### src/rtl/alu_cmd_sequencer_if.sv
// Command/result handshake bundle between the issue stage and its neighbours.
interface alu_cmd_sequencer_if #(
  parameter int W = 8
);
  logic         in_valid;
  logic         in_ready;
  logic [W-1:0] in_a;
  logic [W-1:0] in_b;
  logic [2:0]   in_op;
  logic         res_valid;
  logic         res_ready;
  logic [W-1:0] res_data;
  logic [2:0]   res_op;

  // Producer of commands / consumer of results
  modport master (
    output in_valid, in_a, in_b, in_op, res_ready,
    input  in_ready, res_valid, res_data, res_op
  );

  // The sequencer itself
  modport slave (
    input  in_valid, in_a, in_b, in_op, res_ready,
    output in_ready, res_valid, res_data, res_op
  );
endinterface

### src/rtl/alu_cmd_sequencer.sv
// Issue stage for the 8-bit ALU: buffers commands in a FIFO, drives one at a
// time into registered ALU inputs, captures the result a cycle later and
// holds it until the consumer accepts it. Strictly in order, one in flight.
module alu_cmd_sequencer #(
  parameter int DEPTH = 4,
  parameter int W     = 8
) (
  input  logic                   clk,
  input  logic                   rst,
  alu_cmd_sequencer_if.slave     bus,
  output logic [W-1:0]           alu_a,
  output logic [W-1:0]           alu_b,
  output logic [2:0]             alu_op,
  input  logic [W-1:0]           alu_out,
  output logic [$clog2(DEPTH):0] count
);
  localparam int PW = $clog2(DEPTH);
  localparam int CW = PW + 1;
  localparam int EW = 2 * W + 3;

  typedef enum logic [1:0] {IDLE, DRIVE, HOLD} state_t;

  state_t          state;
  state_t          state_next;
  logic            push;
  logic            pop;
  logic            capture;
  logic            release_res;
  logic [PW-1:0]   wr_ptr;
  logic [PW-1:0]   rd_ptr;
  logic [EW-1:0]   mem [DEPTH];
  logic [EW-1:0]   head;

  // Full decision from registered count only, so res_ready never reaches it
  assign bus.in_ready = (count != CW'(DEPTH));
  assign push         = bus.in_valid && bus.in_ready;
  assign head         = mem[rd_ptr];

  // Next-state and per-cycle control strobes
  always_comb begin
    state_next  = state;
    pop         = 1'b0;
    capture     = 1'b0;
    release_res = 1'b0;
    unique case (state)
      IDLE: begin
        if (count != '0) begin
          pop        = 1'b1;
          state_next = DRIVE;
        end
      end
      DRIVE: begin
        capture    = 1'b1;
        state_next = HOLD;
      end
      HOLD: begin
        if (bus.res_valid && bus.res_ready) begin
          release_res = 1'b1;
          if (count != '0) begin
            pop        = 1'b1;
            state_next = DRIVE;
          end else begin
            state_next = IDLE;
          end
        end
      end
      default: state_next = IDLE;
    endcase
  end

  // State register
  always_ff @(posedge clk) begin
    if (rst) state <= IDLE;
    else     state <= state_next;
  end

  // FIFO pointers and occupancy; pointers wrap naturally at power-of-2 depth
  always_ff @(posedge clk) begin
    if (rst) begin
      wr_ptr <= '0;
      rd_ptr <= '0;
      count  <= '0;
    end else begin
      if (push) wr_ptr <= wr_ptr + PW'(1);
      if (pop)  rd_ptr <= rd_ptr + PW'(1);
      unique case ({push, pop})
        2'b10:   count <= count + CW'(1);
        2'b01:   count <= count - CW'(1);
        default: count <= count;
      endcase
    end
  end

  // FIFO storage, packed as {a, b, op}
  always_ff @(posedge clk) begin
    if (push && !rst) mem[wr_ptr] <= {bus.in_a, bus.in_b, bus.in_op};
  end

  // ALU operand registers and result holding register
  always_ff @(posedge clk) begin
    if (rst) begin
      alu_a         <= '0;
      alu_b         <= '0;
      alu_op        <= '0;
      bus.res_valid <= 1'b0;
      bus.res_data  <= '0;
      bus.res_op    <= '0;
    end else begin
      if (pop) {alu_a, alu_b, alu_op} <= head;
      if (capture) begin
        bus.res_data  <= alu_out;
        bus.res_op    <= alu_op;
        bus.res_valid <= 1'b1;
      end else if (release_res) begin
        bus.res_valid <= 1'b0;
      end
    end
  end
endmodule

### src/flat_wrapper.sv
// flat-port wrapper written by rule: the top's interface ports become plain ports
module alu_cmd_sequencer_flat 
#(
  parameter int DEPTH = 4,
  parameter int W     = 8
)
  (clk, rst, alu_a, alu_b, alu_op, alu_out, count, bus_in_valid, bus_in_a, bus_in_b, bus_in_op, bus_res_ready, bus_in_ready, bus_res_valid, bus_res_data, bus_res_op);
  alu_cmd_sequencer_if #(.W(W)) bus_i ();
  input  logic clk;
  input  logic rst;
  output logic [W-1:0] alu_a;
  output logic [W-1:0] alu_b;
  output logic [2:0] alu_op;
  input  logic [W-1:0] alu_out;
  output logic [$clog2(DEPTH):0] count;
  input wire logic [$bits(bus_i.in_valid)-1:0] bus_in_valid;
  input wire logic [$bits(bus_i.in_a)-1:0] bus_in_a;
  input wire logic [$bits(bus_i.in_b)-1:0] bus_in_b;
  input wire logic [$bits(bus_i.in_op)-1:0] bus_in_op;
  input wire logic [$bits(bus_i.res_ready)-1:0] bus_res_ready;
  output wire logic [$bits(bus_i.in_ready)-1:0] bus_in_ready;
  output wire logic [$bits(bus_i.res_valid)-1:0] bus_res_valid;
  output wire logic [$bits(bus_i.res_data)-1:0] bus_res_data;
  output wire logic [$bits(bus_i.res_op)-1:0] bus_res_op;
  assign bus_i.in_valid = bus_in_valid;
  assign bus_i.in_a = bus_in_a;
  assign bus_i.in_b = bus_in_b;
  assign bus_i.in_op = bus_in_op;
  assign bus_i.res_ready = bus_res_ready;
  assign bus_in_ready = bus_i.in_ready;
  assign bus_res_valid = bus_i.res_valid;
  assign bus_res_data = bus_i.res_data;
  assign bus_res_op = bus_i.res_op;
  alu_cmd_sequencer #(.DEPTH(DEPTH), .W(W)) u_core (.clk(clk), .rst(rst), .bus(bus_i), .alu_a(alu_a), .alu_b(alu_b), .alu_op(alu_op), .alu_out(alu_out), .count(count));
endmodule
### config.mk
export PLATFORM = sky130hd
export DESIGN_NAME = alu_cmd_sequencer_flat
export DESIGN_NICKNAME = d
export VERILOG_FILES = /design/src/rtl/alu_cmd_sequencer_if.sv /design/src/rtl/alu_cmd_sequencer.sv /design/src/flat_wrapper.sv
export SDC_FILE = /design/constraint.sdc
export NUM_CORES = 1
export LEC_CHECK = 0
export CAP_MARGIN = 25
export CELL_PAD_IN_SITES_DETAIL_PLACEMENT = 1
export CELL_PAD_IN_SITES_GLOBAL_PLACEMENT = 2
export CORE_MARGIN = 8
export CORE_UTILIZATION = 39
export CTS_BUF_LIST = sky130_fd_sc_hd__clkbuf_4
export CTS_CLUSTER_SIZE = 40
export DETAILED_ROUTE_END_ITERATION = 12
export PLACE_DENSITY = 0.93
export SYNTH_ARGS = -nofsm -noshare
export SYNTH_HDL_FRONTEND = slang
export SYNTH_SLANG_ARGS = --single-unit
### constraint.sdc
create_clock -name clk -period 2.53 [get_ports clk]
set_input_delay 0.506 -clock clk [delete_from_list [all_inputs] [get_ports clk]]
set_output_delay 0.506 -clock clk [all_outputs]
set_load 0.03 [all_outputs]
==> impl_summary.txt, run 1 <==
----------------------------------------------------
[Worst setup path]
  Crit-path leading delay family ... simple AND/OR/NAND/NOR gates
  CP Depth ... 9
  Worst EP required ... between 2 and 3 ns
  Path depth of the worst reg2reg path ... 9
  CP peak stage delay ... 0.42 ns
  Startpoint type of the worst setup path ... flop
  Combined buffer and inverter count along the critical path ... 2
  Worst path slowest cell ... sky130_fd_sc_hd__dfxtp_1
  Dominant cell type by count on the critical path ... sky130_fd_sc_hd__inv_1
  Crit-path cells ... nor3b_1, inv_1, nand2_1, ha_1, inv_1, fa_1, xor2_1, or3_1, a21oi_1
  Class of the most critical setup path ... reg -> reg
  Arr. time, crit path ... roughly 2.7 ns
  Setup crit end kind ... flop
  Highest fanout seen on the critical path ... 6

[Drt]
  Residual DRC ... 0
  First-pass iteration count of the detailed router ... 4
  Drt wl/cell ... between 15 and 20 µm
  Number of vias per cell after detailed routing ... about 5.3
  Via total after detailed routing ... between 2,000 and 3,000
  Wirelength, routed ... 10,200 µm
  Antenna violation net count after detailed routing ... 0
  First DRT Iteration DRCs ... between 100 and 150

[Cells and area]
  Post-synthesis to final-layout area growth ... 23.9%
  Fraction of layout instances using a drive strength above 1 ... between 10% and 20%
  Final #Nets ... ~420
  Filler-free cell count of the finished design ... approximately 540

[GRT]
  Largest net degree at the start of global routing ... 42
  Wire length of the first global-routing pass ... 16,200 µm
  Global Route Usage Sum ... between 10% and 20%
  Vias in the first global route ... ~3,000
  Initial antenna violation count ... 1
  Remaining global-route overflow ... 0

[Floorplanning]
  DIE HEIGHT ... approximately 120 µm
  Core Footprint ... 11,400 µm²
  Initial Util ... about two fifths
  Overall die area ... roughly 15,000 µm²
  Die extent in x ... 124 µm
  Number of core rows ... 39
  Number of top-level pins ... 66

[Placed design]
  Port bufs ... 65
  Number of cells in the design after placement ... slightly above 500
  HPWL after detailed placement ... 6980 µm
  GPL Wtd Cong ... 0.764

[STA]
  Final-report hold violation count ... 0
  Max-slew violation count ... 0
  Slew at the pin closest to its max-slew limit ... around 0.74 ns
  Worst max-slew margin expressed relative to the limit ... ~51%
  Hold slack ... 0.461 ns
  Fmax ... around 430 MHz
  Time the final worst path needs with I/O delays and setup ... roughly 2.3 ns
  Count of endpoints failing setup in the final report ... 0
  Post-route clock period utilization ... about 92%
  Setup repair after global routing missed its margin ... false
  Post-Route Skew ... between 0.015 and 0.02 ns

[Synthesis]
  Synth Cell Area ... 4520 µm²
  Sequential share of the synthesized area ... roughly two thirds
  Synthesized area per cell ... between 10 and 15 µm²
  Post-synthesis cell count ... 306
  Distinct cell type count of the synthesized netlist ... 31
  Warnings, synthesis ... 0
  Post-Syn Nets ... between 300 and 400
  Yosys reg bits ... about 120

[Pwr]
  Peak supply drop ... 0.429 mV
  Power per cell area ... a little over 1000 nW/µm²
  Standby leakage power ... 0.00186 µW
  Overall Power ... 5820 µW

[Clocking]
  Number of buffers inserted to repair setup after CTS ... 0
  Clock-pin slew of the registers on the worst-case setup and hold paths ... ~0.10 ns
  Inserted Clock Buffers ... 17
  Master cell of the clock root buffer ... sky130_fd_sc_hd__clkbuf_4
  Maximum count of clock buffers along a single path ... 2
  Clock insertion delay at the later pin of the skew report ... approximately 0.5 ns
  H-Tree Level Count ... 4
  Num Clock Sinks ... around 120
  Clock tree from TritonCTS ... done

[Status]
  Outcome ... complete, no violations

[Job]
  Maximum capacitance violations ... 0

[Min path]
  Worst min path class ... reg -> reg
  Worst hold stages ... 2

----------------------------------------------------
[metal layers]
layer / up-vias / track usage (%) / routed length [µm]
met2: 86 / 23.3 / 5150
met4: 0 / 7.98 / 157
met5: - / 0 / 0
li1: 1327 / - / -
met3: 11 / 4.22 / 621
met1: 1410 / 16.2 / 4250
[layout make-up]
class / instances / area [µm²]
clock inverter: 9 / 65.1
sequential: 116 / 3080
antenna: 1 / 2.50
tap: 143 / 179
timing repair buffer: 79 / 805
multi-input combinational: 158 / 1280
clock buffer: 21 / 158
fill: 1165 / 5770
inverter: 8 / 30.0
[report_power, final]
| part | total [µW] | internal, µW | switching, µW | leakage (µW) |
|---|---|---|---|---|
| clock | 1110 | 501 | 614 | 0.000133 |
| combinational | 2240 | 895 | 1350 | 0.000710 |
| sequential | 2460 | 2290 | 169 | 0.00102 |
| total | 5820 | 3690 | 2130 | 0.00186 |
[sequential cells by signal, summed over array words and instances, names as in the netlist]
signal                cells
u_core.alu_b              8
u_core.bus.res_op         3
u_core.bus.res_data       8
u_core.alu_a              8
u_core.state              2
u_core.mem               76
u_core.alu_op             3
u_core.count              3
u_core.rd_ptr             2
u_core.wr_ptr             2
u_core.bus.res_valid      1
[Yosys cell counts]
cell | n | area, µm²
sky130_fd_sc_hd__edfxtp_1 | 76 | 2280
sky130_fd_sc_hd__dfxtp_1 | 40 | 801
sky130_fd_sc_hd__a21oi_1 | 37 | 185
sky130_fd_sc_hd__nand2_1 | 25 | 93.8
sky130_fd_sc_hd__o31ai_1 | 20 | 150
sky130_fd_sc_hd__nand4_1 | 19 | 119
sky130_fd_sc_hd__mux4_2 | 17 | 383
sky130_fd_sc_hd__buf_2 | 12 | 60.1
sky130_fd_sc_hd__clkbuf_1 | 9 | 33.8
sky130_fd_sc_hd__inv_1 | 8 | 30.0
sky130_fd_sc_hd__ha_1 | 5 | 62.6
sky130_fd_sc_hd__and2_1 | 4 | 25.0
sky130_fd_sc_hd__nor2_1 | 4 | 15.0
sky130_fd_sc_hd__buf_6 | 3 | 33.8
sky130_fd_sc_hd__nor2b_1 | 3 | 18.8
sky130_fd_sc_hd__nor3_1 | 3 | 15.0
sky130_fd_sc_hd__o21ai_0 | 3 | 15.0
sky130_fd_sc_hd__mux4_1 | 2 | 52.6
sky130_fd_sc_hd__nand3_1 | 2 | 10.0
sky130_fd_sc_hd__or3_1 | 2 | 12.5
sky130_fd_sc_hd__xor2_1 | 2 | 17.5
sky130_fd_sc_hd__a21bo_1 | 1 | 10.0
sky130_fd_sc_hd__a21boi_2 | 1 | 11.3
sky130_fd_sc_hd__and4_4 | 1 | 11.3
sky130_fd_sc_hd__fa_1 | 1 | 20.0
sky130_fd_sc_hd__mux2_4 | 1 | 15.0
sky130_fd_sc_hd__nand2b_1 | 1 | 6.26
sky130_fd_sc_hd__nor3_2 | 1 | 10.0
sky130_fd_sc_hd__nor3b_1 | 1 | 7.51
sky130_fd_sc_hd__nor4_1 | 1 | 6.26
sky130_fd_sc_hd__or4_1 | 1 | 7.51
[worst min-delay path, cell delays in order, from the launching register on]
cell and delay [ns]:
sky130_fd_sc_hd__dfxtp_1 0.32, sky130_fd_sc_hd__nand2_1 0.05, sky130_fd_sc_hd__a21oi_1 0.05
[worst paths after layout]
path              slack [ns]                  from                   end
setup / recovery        0.21       u_core.count[2]       u_core.count[2]
hold / removal          0.46  u_core.bus.res_op[2]  u_core.bus.res_op[2]
setup reg to reg        0.21       u_core.count[2]       u_core.count[2]
hold reg to reg         0.46  u_core.bus.res_op[2]  u_core.bus.res_op[2]
[cells in the final DEF, fill, tap and decap left out, types with 2 or more instances in the layout]
cell type and n:
sky130_fd_sc_hd__buf_4 10, sky130_fd_sc_hd__or3_1 2, sky130_fd_sc_hd__clkdlybuf4s50_1 64, sky130_fd_sc_hd__a21oi_1 37, sky130_fd_sc_hd__nand3_1 2, sky130_fd_sc_hd__and2_1 4, sky130_fd_sc_hd__clkinv_1 4, sky130_fd_sc_hd__edfxtp_1 76
sky130_fd_sc_hd__o21ai_0 3, sky130_fd_sc_hd__nor2b_1 3, sky130_fd_sc_hd__nor2_1 4, sky130_fd_sc_hd__mux4_2 17, sky130_fd_sc_hd__clkbuf_4 21, sky130_fd_sc_hd__clkinv_2 4, sky130_fd_sc_hd__o31ai_1 20, sky130_fd_sc_hd__mux4_1 2
sky130_fd_sc_hd__buf_12 4, sky130_fd_sc_hd__nand2_1 25, sky130_fd_sc_hd__inv_1 8, sky130_fd_sc_hd__nor3_1 3, sky130_fd_sc_hd__dfxtp_1 40, sky130_fd_sc_hd__xor2_1 2, sky130_fd_sc_hd__ha_1 5, sky130_fd_sc_hd__nand4_1 19
[cells by family (layout without fill, tap and decap cells)]
group                    after synthesis  count (layout)  synth area share [%]
XOR/XNOR                               2               2                 0.388
other                                  0               1                     0
flip-flops                           116             116                  68.2
AO/OA/AOI/OAI                         62              62                  8.22
multiplexers                          20              20                  9.96
adder cells (fa/ha/maj)                6               6                  1.83
buffers and inverters                 32             117                  3.49
AND/OR/NAND/NOR                       68              68                  7.92
[per-stage QoR]
stage                     setup WS, ns  area, µm²  util [%]  TNS (ns)
after floorplan                 0.0447       4520         -         0
after global placement         -0.0110       5380      47.3   -0.0110
after detailed placement        -0.101       5380      47.3    -0.101
after CTS                        0.203       5600      49.2         0
after global routing            0.0927       5600      49.3         0
final                            0.212       5600      49.3         0
[timing repair]
item | 4_1_cts | 5_1_grt
resized for setup | 1 | 0
hold buffers | 0 | 0
setup endpoints to repair | 1 | 0
No activity file was read; power rests on OpenSTA's default activity.
==> run 2: changes to the inputs <==
--- a/config.mk
+++ b/config.mk
@@ -5,15 +5,16 @@
 export SDC_FILE = /design/constraint.sdc
 export NUM_CORES = 1
 export LEC_CHECK = 0
+export ABC_AREA = 1
 export CAP_MARGIN = 25
 export CELL_PAD_IN_SITES_DETAIL_PLACEMENT = 1
 export CELL_PAD_IN_SITES_GLOBAL_PLACEMENT = 2
 export CORE_MARGIN = 8
-export CORE_UTILIZATION = 39
+export CORE_UTILIZATION = 35
 export CTS_BUF_LIST = sky130_fd_sc_hd__clkbuf_4
 export CTS_CLUSTER_SIZE = 40
 export DETAILED_ROUTE_END_ITERATION = 12
-export PLACE_DENSITY = 0.93
+export PLACE_DENSITY = 0.94
 export SYNTH_ARGS = -nofsm -noshare
 export SYNTH_HDL_FRONTEND = slang
 export SYNTH_SLANG_ARGS = --single-unit
==> impl_summary.txt, run 2 <==
----------------------------------------------------
[Worst setup path]
  Worst EP required ... 2.02 ns (-0.93 ns)
  Highest fanout seen on the critical path ... 5 (-1)
  Combined buffer and inverter count along the critical path ... 1 (-1)
  Crit-path leading delay family ... buffers and inverters
  Crit-path cells ... nor2_1, nand2_1, clkdlybuf4s50_1
  CP peak stage delay ... 0.67 ns (+0.25 ns)
  Startpoint type of the worst setup path ... flop
  Setup crit end kind ... primary output
  Arr. time, crit path ... 1.76 ns (-0.98 ns)
  Class of the most critical setup path ... reg -> out
  Worst path slowest cell ... sky130_fd_sc_hd__clkdlybuf4s50_1

[Drt]
  Met1 WL ... 4700 µm (+11%)
  Highest routing layer actually used ... met4
  Wire length on met2 ... 5970 µm (+16%)
  Residual DRC ... 0 (unchanged)
  Wirelength, routed ... 11,300 µm (+11%)
  Drt wl/cell ... 14.3 µm (-25%)
  First DRT Iteration DRCs ... 127 (+12%)
  Via total after detailed routing ... 3,549 (+25%)
  Number of vias per cell after detailed routing ... 4.49 (-15%)
  Met3 wire len ... 457 µm (-26%)
  First-pass iteration count of the detailed router ... 4 (unchanged)
  Antenna violation net count after detailed routing ... 0 (unchanged)

[Cells and area]
  Final #Nets ... 633 (+52%)
  Fraction of layout instances using a drive strength above 1 ... 9.20% (-6.4 points)
  Commonest non-fill, non-tap cells in the layout ... sky130_fd_sc_hd__nand2_1 (181), sky130_fd_sc_hd__edfxtp_1 (76), sky130_fd_sc_hd__inv_1 (71), sky130_fd_sc_hd__nor2_1 (66), sky130_fd_sc_hd__clkdlybuf4s50_1 (65)
  Leading cell type in the layout, fill and taps excluded ... sky130_fd_sc_hd__nand2_1
  Number of flip-flops in the largest register ... 76 (unchanged)
  Largest Register ... u_core.mem
  Post-synthesis to final-layout area growth ... 22.8%

[Floorplanning]
  Overall die area ... 17,800 µm² (+16%)
  Number of top-level pins ... 66 (unchanged)
  Initial Util ... 35.3% (-4.5 points)
  Die extent in x ... 133 µm (+7.8%)
  DIE HEIGHT ... 133 µm (+7.8%)
  Core Footprint ... 13,700 µm² (+20%)
  Number of core rows ... 43 (+10%)

[STA]
  Worst max-slew margin expressed relative to the limit ... 53.6% (+3.0 points)
  Slew at the pin closest to its max-slew limit ... 0.695 ns (-0.0441 ns)
  Count of endpoints failing setup in the final report ... 0 (unchanged)
  Final-report hold violation count ... 0 (unchanged)
  Fmax ... 441 MHz (+2.2%)
  Hold slack ... 0.486 ns (+0.0251 ns)
  Post-Route Skew ... 0.0148 ns (-0.000579 ns)
  Setup repair after global routing missed its margin ... false
  Post-route clock period utilization ... 89.6% (-2.0 points)
  Max-slew violation count ... 0 (unchanged)
  Final-layout setup total negative slack ... 0 ns (unchanged)
  Time the final worst path needs with I/O delays and setup ... 2.27 ns (-0.0502 ns)

[Clocking]
  Number of buffers inserted to repair setup after CTS ... 0 (unchanged)
  Clock-pin slew of the registers on the worst-case setup and hold paths ... 0.10 ns (about the same)
  Master cell of the clock root buffer ... sky130_fd_sc_hd__clkbuf_4
  Number of gates resized after CTS ... 0 (-1)
  Inserted Clock Buffers ... 17 (unchanged)
  H-Tree Level Count ... 4 (unchanged)
  Maximum count of clock buffers along a single path ... 2 (unchanged)
  Number of buffers inserted for hold repair after clock tree synthesis ... 0 (unchanged)
  Num Clock Sinks ... 116 (unchanged)
  Clock insertion delay at the later pin of the skew report ... 0.52 ns (+0.02 ns)
  Clock tree from TritonCTS ... done

[Placed design]
  HPWL after detailed placement ... 7750 µm (+11%)
  Port bufs ... 65 (unchanged)
  GPL Wtd Cong ... 0.733 (-4.1%)

[GRT]
  Vias in the first global route ... 3,888 (+28%)
  Initial antenna violation count ... 1 (unchanged)
  Largest net degree at the start of global routing ... 43 (+2.4%)
  Wire length of the first global-routing pass ... 18,900 µm (+17%)
  Global Route Usage Sum ... 13.5% (-0.68 points)
  Remaining global-route overflow ... 0 (unchanged)

[Min path]
  Worst min path class ... reg -> reg

[Synthesis]
  Synthesized area per cell ... 9.27 µm² (-37%)
  Portion of synthesized cell area occupied by the leading cell type ... 47.3% (-3.1 points)
  Warnings, synthesis ... 0 (unchanged)
  Top post-synthesis cells by count ... sky130_fd_sc_hd__nand2_1 (181), sky130_fd_sc_hd__edfxtp_1 (76), sky130_fd_sc_hd__inv_1 (71)
  Number of synthesized flops with an enable pin ... 76 (unchanged)
  Async set-reset flop share out of synthesis ... 0% (unchanged)
  Synth Cell Area ... 4820 µm² (+6.6%)
  Distinct cell type count of the synthesized netlist ... 24 (-23%)
  Yosys top cell by area ... sky130_fd_sc_hd__edfxtp_1
  Post-synthesis cell count ... 520 (+70%)
  Top-count cell post-synth ... sky130_fd_sc_hd__nand2_1
  Sequential share of the synthesized area ... 64.0% (-4.2 points)
  Yosys reg bits ... 116 (unchanged)
  Post-Syn Nets ... 557 (+62%)
  Leading cell types by total area after synthesis ... sky130_fd_sc_hd__edfxtp_1 (47%), sky130_fd_sc_hd__dfxtp_1 (17%), sky130_fd_sc_hd__nand2_1 (14%)
  Most common flop cell mapped by yosys ... sky130_fd_sc_hd__edfxtp_1

[Status]
  Outcome ... complete, no violations

[Pwr]
  Power per cell area ... 1100 nW/µm² (+5.8%)
  Peak supply drop ... 0.455 mV (+6.2%)
  Standby leakage power ... 0.00260 µW (+40%)
  Overall Power ... 6510 µW (+12%)

[Job]
  Maximum capacitance violations ... 0 (unchanged)

----------------------------------------------------
==> run 2: changes by cell type after synthesis, moves of 13 or more <==
cell,before,now
sky130_fd_sc_hd__nor2_1,4,70
sky130_fd_sc_hd__o21ai_0,3,16
sky130_fd_sc_hd__nand3_1,2,21
sky130_fd_sc_hd__nand4_1,19,0
sky130_fd_sc_hd__a21oi_1,37,7
sky130_fd_sc_hd__inv_1,8,71
sky130_fd_sc_hd__mux4_2,17,0
sky130_fd_sc_hd__o31ai_1,20,0
sky130_fd_sc_hd__nand2_1,25,181
==> run 2: power breakdown <==
| part | internal (µW) | leakage [µW] | switching, µW |
|---|---|---|---|
| combinational | 941 | 0.00141 | 1800 |
| clock | 637 | 0.000160 | 642 |
| sequential | 2320 | 0.00102 | 165 |
| total | 3900 | 0.00260 | 2610 |
==> run 2: worst reg2reg max path: stages, from the launching register on <==
cell and delay, ns:
sky130_fd_sc_hd__dfxtp_1 0.35, sky130_fd_sc_hd__nor2_1 0.18, sky130_fd_sc_hd__nand2_1 0.10, sky130_fd_sc_hd__nand2_1 0.16, sky130_fd_sc_hd__ha_1 0.17, sky130_fd_sc_hd__inv_1 0.08
sky130_fd_sc_hd__fa_1 0.39, sky130_fd_sc_hd__nor2_1 0.12, sky130_fd_sc_hd__nor2_1 0.05, sky130_fd_sc_hd__nand2_1 0.07, sky130_fd_sc_hd__nand2_1 0.05, sky130_fd_sc_hd__nand2_1 0.05
sky130_fd_sc_hd__nor2_1 0.04
==> run 2: through the flow <==
| step | cell area (µm²) | instances | util (%) | setup slack, ns |
|---|---|---|---|---|
| floorplan | 4820 | 520 | - | 0.0551 |
| global placement | 5660 | 757 | 41.4 | 0.189 |
| detailed placement | 5660 | 757 | 41.4 | 0.0803 |
| CTS | 5920 | 789 | 43.3 | 0.197 |
| global route | 5920 | 790 | 43.3 | 0.141 |
| finish | 5920 | 790 | 43.3 | 0.262 |
==> run 2: logic make-up after synthesis <==
group           count (synthesis)  synth area share [%]
buf+inv                        95                  8.75
fa+ha+maj                       6                  1.71
flops                         116                  64.0
compound gates                 25                  2.70
simple gates                  277                  22.7
xor+xnor                        1                 0.182
==> run 2: metal layers <==
layer / vias to the layer above / track usage [%]
li1: 1767 / -
met1: 1707 / 13.8
met2: 61 / 24.7
met3: 14 / 3.99
met4: 0 / 5.99
met5: - / 0
==> run 2: layout make-up <==
| type | count | area, µm² |
|---|---|---|
| fillers | 1608 | 7740 |
| flip-flops and latches | 116 | 3080 |
| multi-input cells | 309 | 1330 |
| repair buffers | 77 | 741 |
| inverters | 75 | 282 |
| well taps | 180 | 225 |
| clock buffers | 23 | 173 |
| clock inverters | 9 | 90.1 |
| diodes | 1 | 2.50 |
==> run 2: worst paths after layout <==
kind | slack (ns) | start | endpoint | cells after the start
hold reg to reg | 0.49 | u_core.alu_op[2] | u_core.bus.res_op[2] | 2
setup / recovery | 0.26 | u_core.count[0] | bus_in_ready | 3
setup reg to reg | 0.63 | u_core.count[0] | u_core.count[2] | 12
hold / removal | 0.49 | u_core.alu_op[2] | u_core.bus.res_op[2] | 2
==> run 3: changes to the inputs <==
--- a/config.mk
+++ b/config.mk
@@ -14,6 +14,7 @@
 export CTS_BUF_LIST = sky130_fd_sc_hd__clkbuf_4
 export CTS_CLUSTER_SIZE = 40
 export DETAILED_ROUTE_END_ITERATION = 12
+export GPL_ROUTABILITY_DRIVEN = 0
 export PLACE_DENSITY = 0.94
 export SYNTH_ARGS = -nofsm -noshare
 export SYNTH_HDL_FRONTEND = slang
==> results of run 3 <==
No change in the layout: final DEF, timing and power equal those of run 2.
